**src/rtl/ik_swift_sequencer.sv**
```systemverilog
// ---------------------------------------------------------------------------
// ik_swift_sequencer
//   Iteration controller for the ik_swift damped-least-squares solver.
//   Accepts one solve request (target, initial DH params, tolerance), runs the
//   solver pass after pass, feeding each pass's dh_dyn_out back as the next
//   pass's dh_dyn_in. The solve stops on convergence (every |delta| < tol),
//   on the iteration cap, on a solver timeout, or on abort.
//
//   Optional feature: define IK_SEQ_PERF_EN to add the cycle_count output
//   (busy-cycle counter, saturating at 2^32-1).
//
// Ports
//   clk, rst_n        clock, asynchronous active-low reset
//   start, abort      request pulse (taken in IDLE only) / cancel in-flight solve
//   target_in, dh_init, tol   request data, captured on an accepted start
//   slv_en, slv_rst   solver enable (high for a whole pass) / solver reset (active high)
//   slv_target, slv_dh_dyn    registered operands driven to the solver
//   slv_done, slv_delta, slv_dh_out  solver pass result
//   busy, done, status, iter_count, dh_result  host-side result
//   cycle_count       (IK_SEQ_PERF_EN only) cycles spent busy in the current/last solve
// ---------------------------------------------------------------------------

// Per-lane convergence test: |delta| < tol, with the most negative value
// treated as never converging (its negation does not fit in W bits).
module ik_swift_seq_lane_conv #(
    parameter int W = 36
) (
    input  logic [W-1:0] delta,
    input  logic [W-1:0] tol,
    output logic         lt
);
    logic         is_min;
    logic [W-1:0] mag;

    always_comb begin
        is_min = (delta == {1'b1, {(W-1){1'b0}}});
        mag    = delta[W-1] ? (~delta + {{(W-1){1'b0}}, 1'b1}) : delta;
        lt     = !is_min && (mag < tol);
    end
endmodule

module ik_swift_sequencer #(
    parameter int MAX_ITER = 64,
    parameter int TIMEOUT  = 4096,
    parameter int ITER_W   = 8
) (
    input  logic                            clk,
    input  logic                            rst_n,
    input  logic                            start,
    input  logic                            abort,
    input  logic [5:0][35:0]                target_in,
    input  logic [5:0][20:0]                dh_init,
    input  logic [35:0]                     tol,
    output logic                            slv_en,
    output logic                            slv_rst,
    output logic [5:0][35:0]                slv_target,
    output logic [5:0][20:0]                slv_dh_dyn,
    input  logic                            slv_done,
    input  logic [5:0][35:0]                slv_delta,
    input  logic [5:0][20:0]                slv_dh_out,
    output logic                            busy,
    output logic                            done,
    output logic [1:0]                      status,
    output logic [ITER_W-1:0]               iter_count,
    output logic [5:0][20:0]                dh_result
`ifdef IK_SEQ_PERF_EN
    ,
    output logic [31:0]                     cycle_count
`endif
);
    localparam int NUM_LANES = 6;
    localparam int WAIT_W    = $clog2(TIMEOUT + 1);

    localparam logic [1:0] ST_CONV  = 2'd0;
    localparam logic [1:0] ST_CAP   = 2'd1;
    localparam logic [1:0] ST_TMO   = 2'd2;
    localparam logic [1:0] ST_ABORT = 2'd3;

    typedef enum logic [2:0] {
        S_IDLE,
        S_SRST,
        S_RUN,
        S_CHECK,
        S_FIN
    } state_e;

    state_e                  state_q, state_d;
    logic                    slv_en_q, slv_en_d;
    logic                    slv_rst_q, slv_rst_d;
    logic [5:0][35:0]        target_q, target_d;
    logic [5:0][20:0]        dh_dyn_q, dh_dyn_d;
    logic [35:0]             tol_q, tol_d;
    logic [5:0][35:0]        delta_q, delta_d;
    logic                    busy_q, busy_d;
    logic                    done_q, done_d;
    logic [1:0]              status_q, status_d;
    logic [ITER_W-1:0]       iter_q, iter_d;
    logic [5:0][20:0]        dh_res_q, dh_res_d;
    logic [WAIT_W-1:0]       wait_q, wait_d;
`ifdef IK_SEQ_PERF_EN
    logic [31:0]             cyc_q, cyc_d;
`endif

    logic [NUM_LANES-1:0]    lane_lt;
    logic                    conv;

    // Convergence is evaluated on the deltas captured at slv_done, one lane each.
    for (genvar i = 0; i < NUM_LANES; i++) begin : g_lane
        ik_swift_seq_lane_conv #(.W(36)) u_conv (
            .delta (delta_q[i]),
            .tol   (tol_q),
            .lt    (lane_lt[i])
        );
    end

    assign conv = &lane_lt;

    always_comb begin
        state_d  = state_q;
        target_d = target_q;
        dh_dyn_d = dh_dyn_q;
        tol_d    = tol_q;
        delta_d  = delta_q;
        busy_d   = busy_q;
        done_d   = 1'b0;
        status_d = status_q;
        iter_d   = iter_q;
        dh_res_d = dh_res_q;
        wait_d   = wait_q;

        case (state_q)
            S_IDLE: begin
                if (start) begin
                    target_d = target_in;
                    dh_dyn_d = dh_init;
                    tol_d    = tol;
                    iter_d   = '0;
                    busy_d   = 1'b1;
                    state_d  = S_SRST;
                end
            end
            S_SRST: begin
                if (abort) begin
                    status_d = ST_ABORT;
                    state_d  = S_FIN;
                end else begin
                    wait_d  = '0;
                    state_d = S_RUN;
                end
            end
            S_RUN: begin
                // abort outranks a same-cycle slv_done: nothing is captured
                if (abort) begin
                    status_d = ST_ABORT;
                    state_d  = S_FIN;
                end else if (slv_done) begin
                    delta_d  = slv_delta;
                    dh_res_d = slv_dh_out;
                    dh_dyn_d = slv_dh_out;
                    iter_d   = iter_q + 1'b1;
                    state_d  = S_CHECK;
                end else if (wait_q == WAIT_W'(TIMEOUT - 1)) begin
                    // this is the TIMEOUT-th RUN cycle without a result
                    status_d = ST_TMO;
                    state_d  = S_FIN;
                end else begin
                    wait_d = wait_q + 1'b1;
                end
            end
            S_CHECK: begin
                if (abort) begin
                    status_d = ST_ABORT;
                    state_d  = S_FIN;
                end else if (conv) begin
                    status_d = ST_CONV;
                    state_d  = S_FIN;
                end else if (iter_q == ITER_W'(MAX_ITER)) begin
                    status_d = ST_CAP;
                    state_d  = S_FIN;
                end else begin
                    state_d = S_SRST;
                end
            end
            S_FIN: begin
                done_d  = 1'b1;
                busy_d  = 1'b0;
                state_d = S_IDLE;
            end
            default: state_d = S_IDLE;
        endcase

        // Solver controls are registered from the next state so they line up
        // with the state they belong to.
        slv_en_d  = (state_d == S_RUN);
        slv_rst_d = (state_d == S_IDLE) || (state_d == S_SRST) || (state_d == S_FIN);
    end

`ifdef IK_SEQ_PERF_EN
    always_comb begin
        cyc_d = cyc_q;
        if (state_q == S_IDLE && start) begin
            cyc_d = '0;
        end else if (busy_q && cyc_q != '1) begin
            cyc_d = cyc_q + 32'd1;
        end
    end
`endif

    always_ff @(posedge clk or negedge rst_n) begin
        if (!rst_n) begin
            state_q   <= S_IDLE;
            slv_en_q  <= 1'b0;
            slv_rst_q <= 1'b1;
            target_q  <= '0;
            dh_dyn_q  <= '0;
            tol_q     <= '0;
            delta_q   <= '0;
            busy_q    <= 1'b0;
            done_q    <= 1'b0;
            status_q  <= ST_CONV;
            iter_q    <= '0;
            dh_res_q  <= '0;
            wait_q    <= '0;
`ifdef IK_SEQ_PERF_EN
            cyc_q     <= '0;
`endif
        end else begin
            state_q   <= state_d;
            slv_en_q  <= slv_en_d;
            slv_rst_q <= slv_rst_d;
            target_q  <= target_d;
            dh_dyn_q  <= dh_dyn_d;
            tol_q     <= tol_d;
            delta_q   <= delta_d;
            busy_q    <= busy_d;
            done_q    <= done_d;
            status_q  <= status_d;
            iter_q    <= iter_d;
            dh_res_q  <= dh_res_d;
            wait_q    <= wait_d;
`ifdef IK_SEQ_PERF_EN
            cyc_q     <= cyc_d;
`endif
        end
    end

    assign slv_en     = slv_en_q;
    assign slv_rst    = slv_rst_q;
    assign slv_target = target_q;
    assign slv_dh_dyn = dh_dyn_q;
    assign busy       = busy_q;
    assign done       = done_q;
    assign status     = status_q;
    assign iter_count = iter_q;
    assign dh_result  = dh_res_q;
`ifdef IK_SEQ_PERF_EN
    assign cycle_count = cyc_q;
`endif

endmodule
```
**config.mk**
```make
export PLATFORM = sky130hd
export DESIGN_NAME = ik_swift_sequencer
export DESIGN_NICKNAME = d
export VERILOG_FILES = /design/src/rtl/ik_swift_sequencer.sv
export SDC_FILE = /design/constraint.sdc
export NUM_CORES = 2
export LEC_CHECK = 0
export CAP_MARGIN = 20
export CORE_AREA = 2 2 472 474
export CTS_CLUSTER_DIAMETER = 40
export DETAILED_ROUTE_END_ITERATION = 8
export DIE_AREA = 0 0 474 476
export GPL_TIMING_DRIVEN = 0
export PLACE_DENSITY = 0.47
export REMOVE_ABC_BUFFERS = 1
export SLEW_MARGIN = 40
export SYNTH_ARGS = -nofsm -noshare
export SYNTH_HDL_FRONTEND = slang
export SYNTH_SLANG_ARGS = --single-unit
```
**constraint.sdc**
```tcl
create_clock -name clk -period 5.9 [get_ports clk]
set_clock_uncertainty 0.05 [all_clocks]
set_input_delay 0.885 -clock clk [delete_from_list [all_inputs] [get_ports clk]]
set_output_delay 0.885 -clock clk [all_outputs]
set_load 0.005 [all_outputs]
```
==> metrics <==
max incr delay on CP=0.51 ns; routed len/inst=24.2 µm; Tightest Pin Transition=0.771 ns; Setup CP Type=reg2reg; layout cells sized above 1=12.9%; Tot GR Track Use=17.5%; EDFF count, synth=0; number of fill cells=23,243; Residual DRC=0; flops & latches, synth=750; DR pass1 iterations=8; Sw Share=38.2%; Buf+Inv Stages, Crit Path=0; CP endpoint kind=flop; CTS Root Cell=clkbuf_16; initial detailed-routing violation count=2,152; CTS tree=yes; internal power=23.6 mW; routed via count=34,502; max-cap violations=0; Post-Syn Instances=3,898; antenna-violating nets left=0; CTS buffer count=184; IO Count=1,207; vias per inst=4.13; Logic pwr share=45.2%; post-synthesis async set-or-reset flop share=100%; total core area=221,000 µm²; RSZ-0062 raised after global routing=no; number of global-route vias before repair=35,063; Setup TNS Final=0 ns; Multi-input gate area=18,400 µm²; Leak=26.1 nW; pin count of the biggest net entering global routing=100; Cell Rows=173; family with the most delay on the worst path=simple AND/OR/NAND/NOR gates; Clock power frac=29.0%; crit-path max FO=4; Fmax=175 MHz; pwr dens=619 nW/µm²; part of the Yosys area used for sequential elements=49.6%; Die ar.=226,000 µm²; H-Tree Depth=4; Port-buffer cells=1,206; leading post-synthesis cells by cell area=dfrtp_1 (50%), nand2_1 (13%), ha_1 (7.2%); Pwr Total=38.1 mW; clock-pin slew on the worst setup and hold paths=0.05 ns; drt total wl=202,000 µm; # setup viols final=0; placed cell count=7,966; P&R area growth vs syn=63.0%; Worst EP required=6.54 ns; first-pass GRT wire length=278,000 µm; gr ovfl total=0; clk sinks=750; fin cells=8,356; crit-path most repeated cell=or3_4; status=finished, final reports clean; Reg power frac=25.7%; top-area cell type share of the netlist area=49.6%; synth warn=0; Die Wd=474 µm; FF/Latch Area=18,800 µm²; Net Sw Power=14.6 mW; clock tree buffer depth=3; syn_area_per_cell=9.70 µm²; Clock Latency Late Sink=0.81 ns; arrival time at the worst endpoint=6.37 ns; Mapped Area=37,800 µm²; Hold Fails Final Rpt=0; Post-layout nets=6,134; CP startpoint kind=flop; DP Wirelength=164,000 µm; Die Ht=476 µm; fin. max-slew vios=0; Peak VDD IR=0.328 mV; final worst path period need=5.73 ns; Synth area leader=dfrtp_1; Synth Flop Type=dfrtp_1; fin crit share=97.1%; initial antenna violation count=95; Rel. slew slack=48.5%; Slowest cell on crit path=or4_4; CP Cell Sequence=or3_4 > or4_4 > or3_4 > or3_4 > nand2b_4 > or3_4 > nand2b_4 > o41ai_4 > xnor2_2 > ha_1 > a21oi_2 > o22ai_2 > nor4_4 > nand2_2 > a2111oi_4 > o2111ai_4 > o21ai_4 > nand2_2 > a221o_1; unique cell type count in the Yosys netlist=60; Starting Density=17.1%; GP Congestion=0.870; HP Class=reg2reg
[cells in the final DEF, fill, tap and decap left out, types with 59 or more instances in the layout]
cell type        count
inv_1               63
mux2i_1            126
a21oi_1             83
nand2_1           1291
dfrtp_1            741
o21ai_0            278
ha_1               219
clkbuf_16          186
nor2_1              59
mux2_2             217
xnor2_1            202
clkdlybuf4s50_1   1205
[area by class of cell]
type,instances,share of cell area [%]
Multi-Input combinational cell,2906,29.9
Sequential cell,750,30.5
Timing Repair Buffer,1284,22.1
Clock inverter,112,2.79
Antenna cell,33,0.134
Tap cell,2975,6.04
Inverter,64,0.390
Clock buffer,232,8.24
[registers in the layout, summed over array words and instances (netlist names)]
register    cells
delta_q       216
state_q         3
busy            1
iter_count      8
dh_result     126
slv_target    216
slv_dh_dyn    126
status          2
wait_q         13
slv_en          1
slv_rst         1
done            1
tol_q          36
[metrics by stage]
step / util (%) / instance area [µm²] / setup WS, ns / hold WS (ns)
final: 27.9 / 61600 / 0.169 / 0.419
after global routing: 27.9 / 61600 / 0.00562 / 0.442
after CTS: 27.8 / 61300 / 0.00641 / 0.424
after detailed placement: 24.6 / 54400 / -0.774 / 0.411
after global placement: 24.0 / 52900 / -34.80 / 0.408
after floorplan: - / 37100 / -7.55 / 0.416
[metal layers]
layer,wire length [µm],part of all wire (%),track usage (%),vias to the layer above
met1,78700,39,20.0,16866
li1,-,-,-,15964
met4,7580,3.7,5.48,8
met3,17500,8.6,6.42,373
met2,98600,49,30.1,1291
met5,43,0.021,0,-
[cells by family (layout without fill, tap and decap cells)]
group	after synthesis	in the layout	synth area share, %
compound gates	513	513	8.03
xor+xnor	212	212	4.91
fa+ha+maj	219	219	7.25
buf+inv	242	1692	2.40
flops	750	750	49.6
mux	343	343	9.80
other cells	0	33	0
simple gates	1619	1619	18.0
[cell usage after synthesis, types with 3 or more instances]
master / n
buf_1: 8
or2_2: 17
nor3_1: 25
o41ai_1: 35
inv_1: 63
o21a_1: 3
o31ai_1: 53
a2111oi_0: 4
xnor2_1: 203
nor2b_1: 7
or3_1: 32
a211o_1: 4
xor2_1: 9
and3_1: 5
a21oi_1: 84
clkbuf_1: 170
mux2_2: 217
or3_4: 4
a22oi_1: 3
nor2_1: 61
nand2b_1: 23
nand3_1: 28
a211oi_1: 7
o22ai_1: 3
nand4_1: 43
a31oi_1: 3
nor4_1: 25
and4_1: 4
a221oi_1: 4
nor3b_1: 4
a21o_1: 12
dfrtp_1: 749
nand2_1: 1294
ha_1: 219
or4_1: 32
mux2i_1: 126
o21ai_0: 280
o2111ai_1: 3
nor4b_1: 3
[power groups by stage]
stage               Sequential [mW]  Clock (mW)  Combinational [mW]
floorplan                      9.41           0                8.84
global placement               9.45           0                15.2
detailed placement             9.80           0                17.0
CTS                            9.81        11.3                17.2
global route                   10.2        11.6                19.0
finish                         9.82        11.1                17.2
[what timing repair did]
item	4_1_cts	5_1_grt
gates resized for setup	16	26
pin swaps	7	20
hold buffers	1	0
buffers inserted	2	10
endpoints found under the setup margin	4	3
hold endpoints to repair	65	0
[path summary, 6_finish.rpt]
check	startpoint	slack, ns	depth (start not counted)	end
setup / recovery	delta_q[74]	0.17	19	status[1]
hold / removal	dh_result[100]	0.42	2	dh_result[100]
setup reg to reg	delta_q[74]	0.17	19	status[1]
hold reg to reg	dh_result[100]	0.42	2	dh_result[100]
max in group asynchronous	rst_n	3.04	6	slv_dh_dyn[31]
min in group asynchronous	rst_n	0.55	2	tol_q[28]
[tightest hold or removal path, cell delays in order, from the launching register on]
cell     delay (ns)
dfrtp_1        0.33
nand2_1        0.05
nand2_1        0.05
Power figures use the tool's default switching activity.
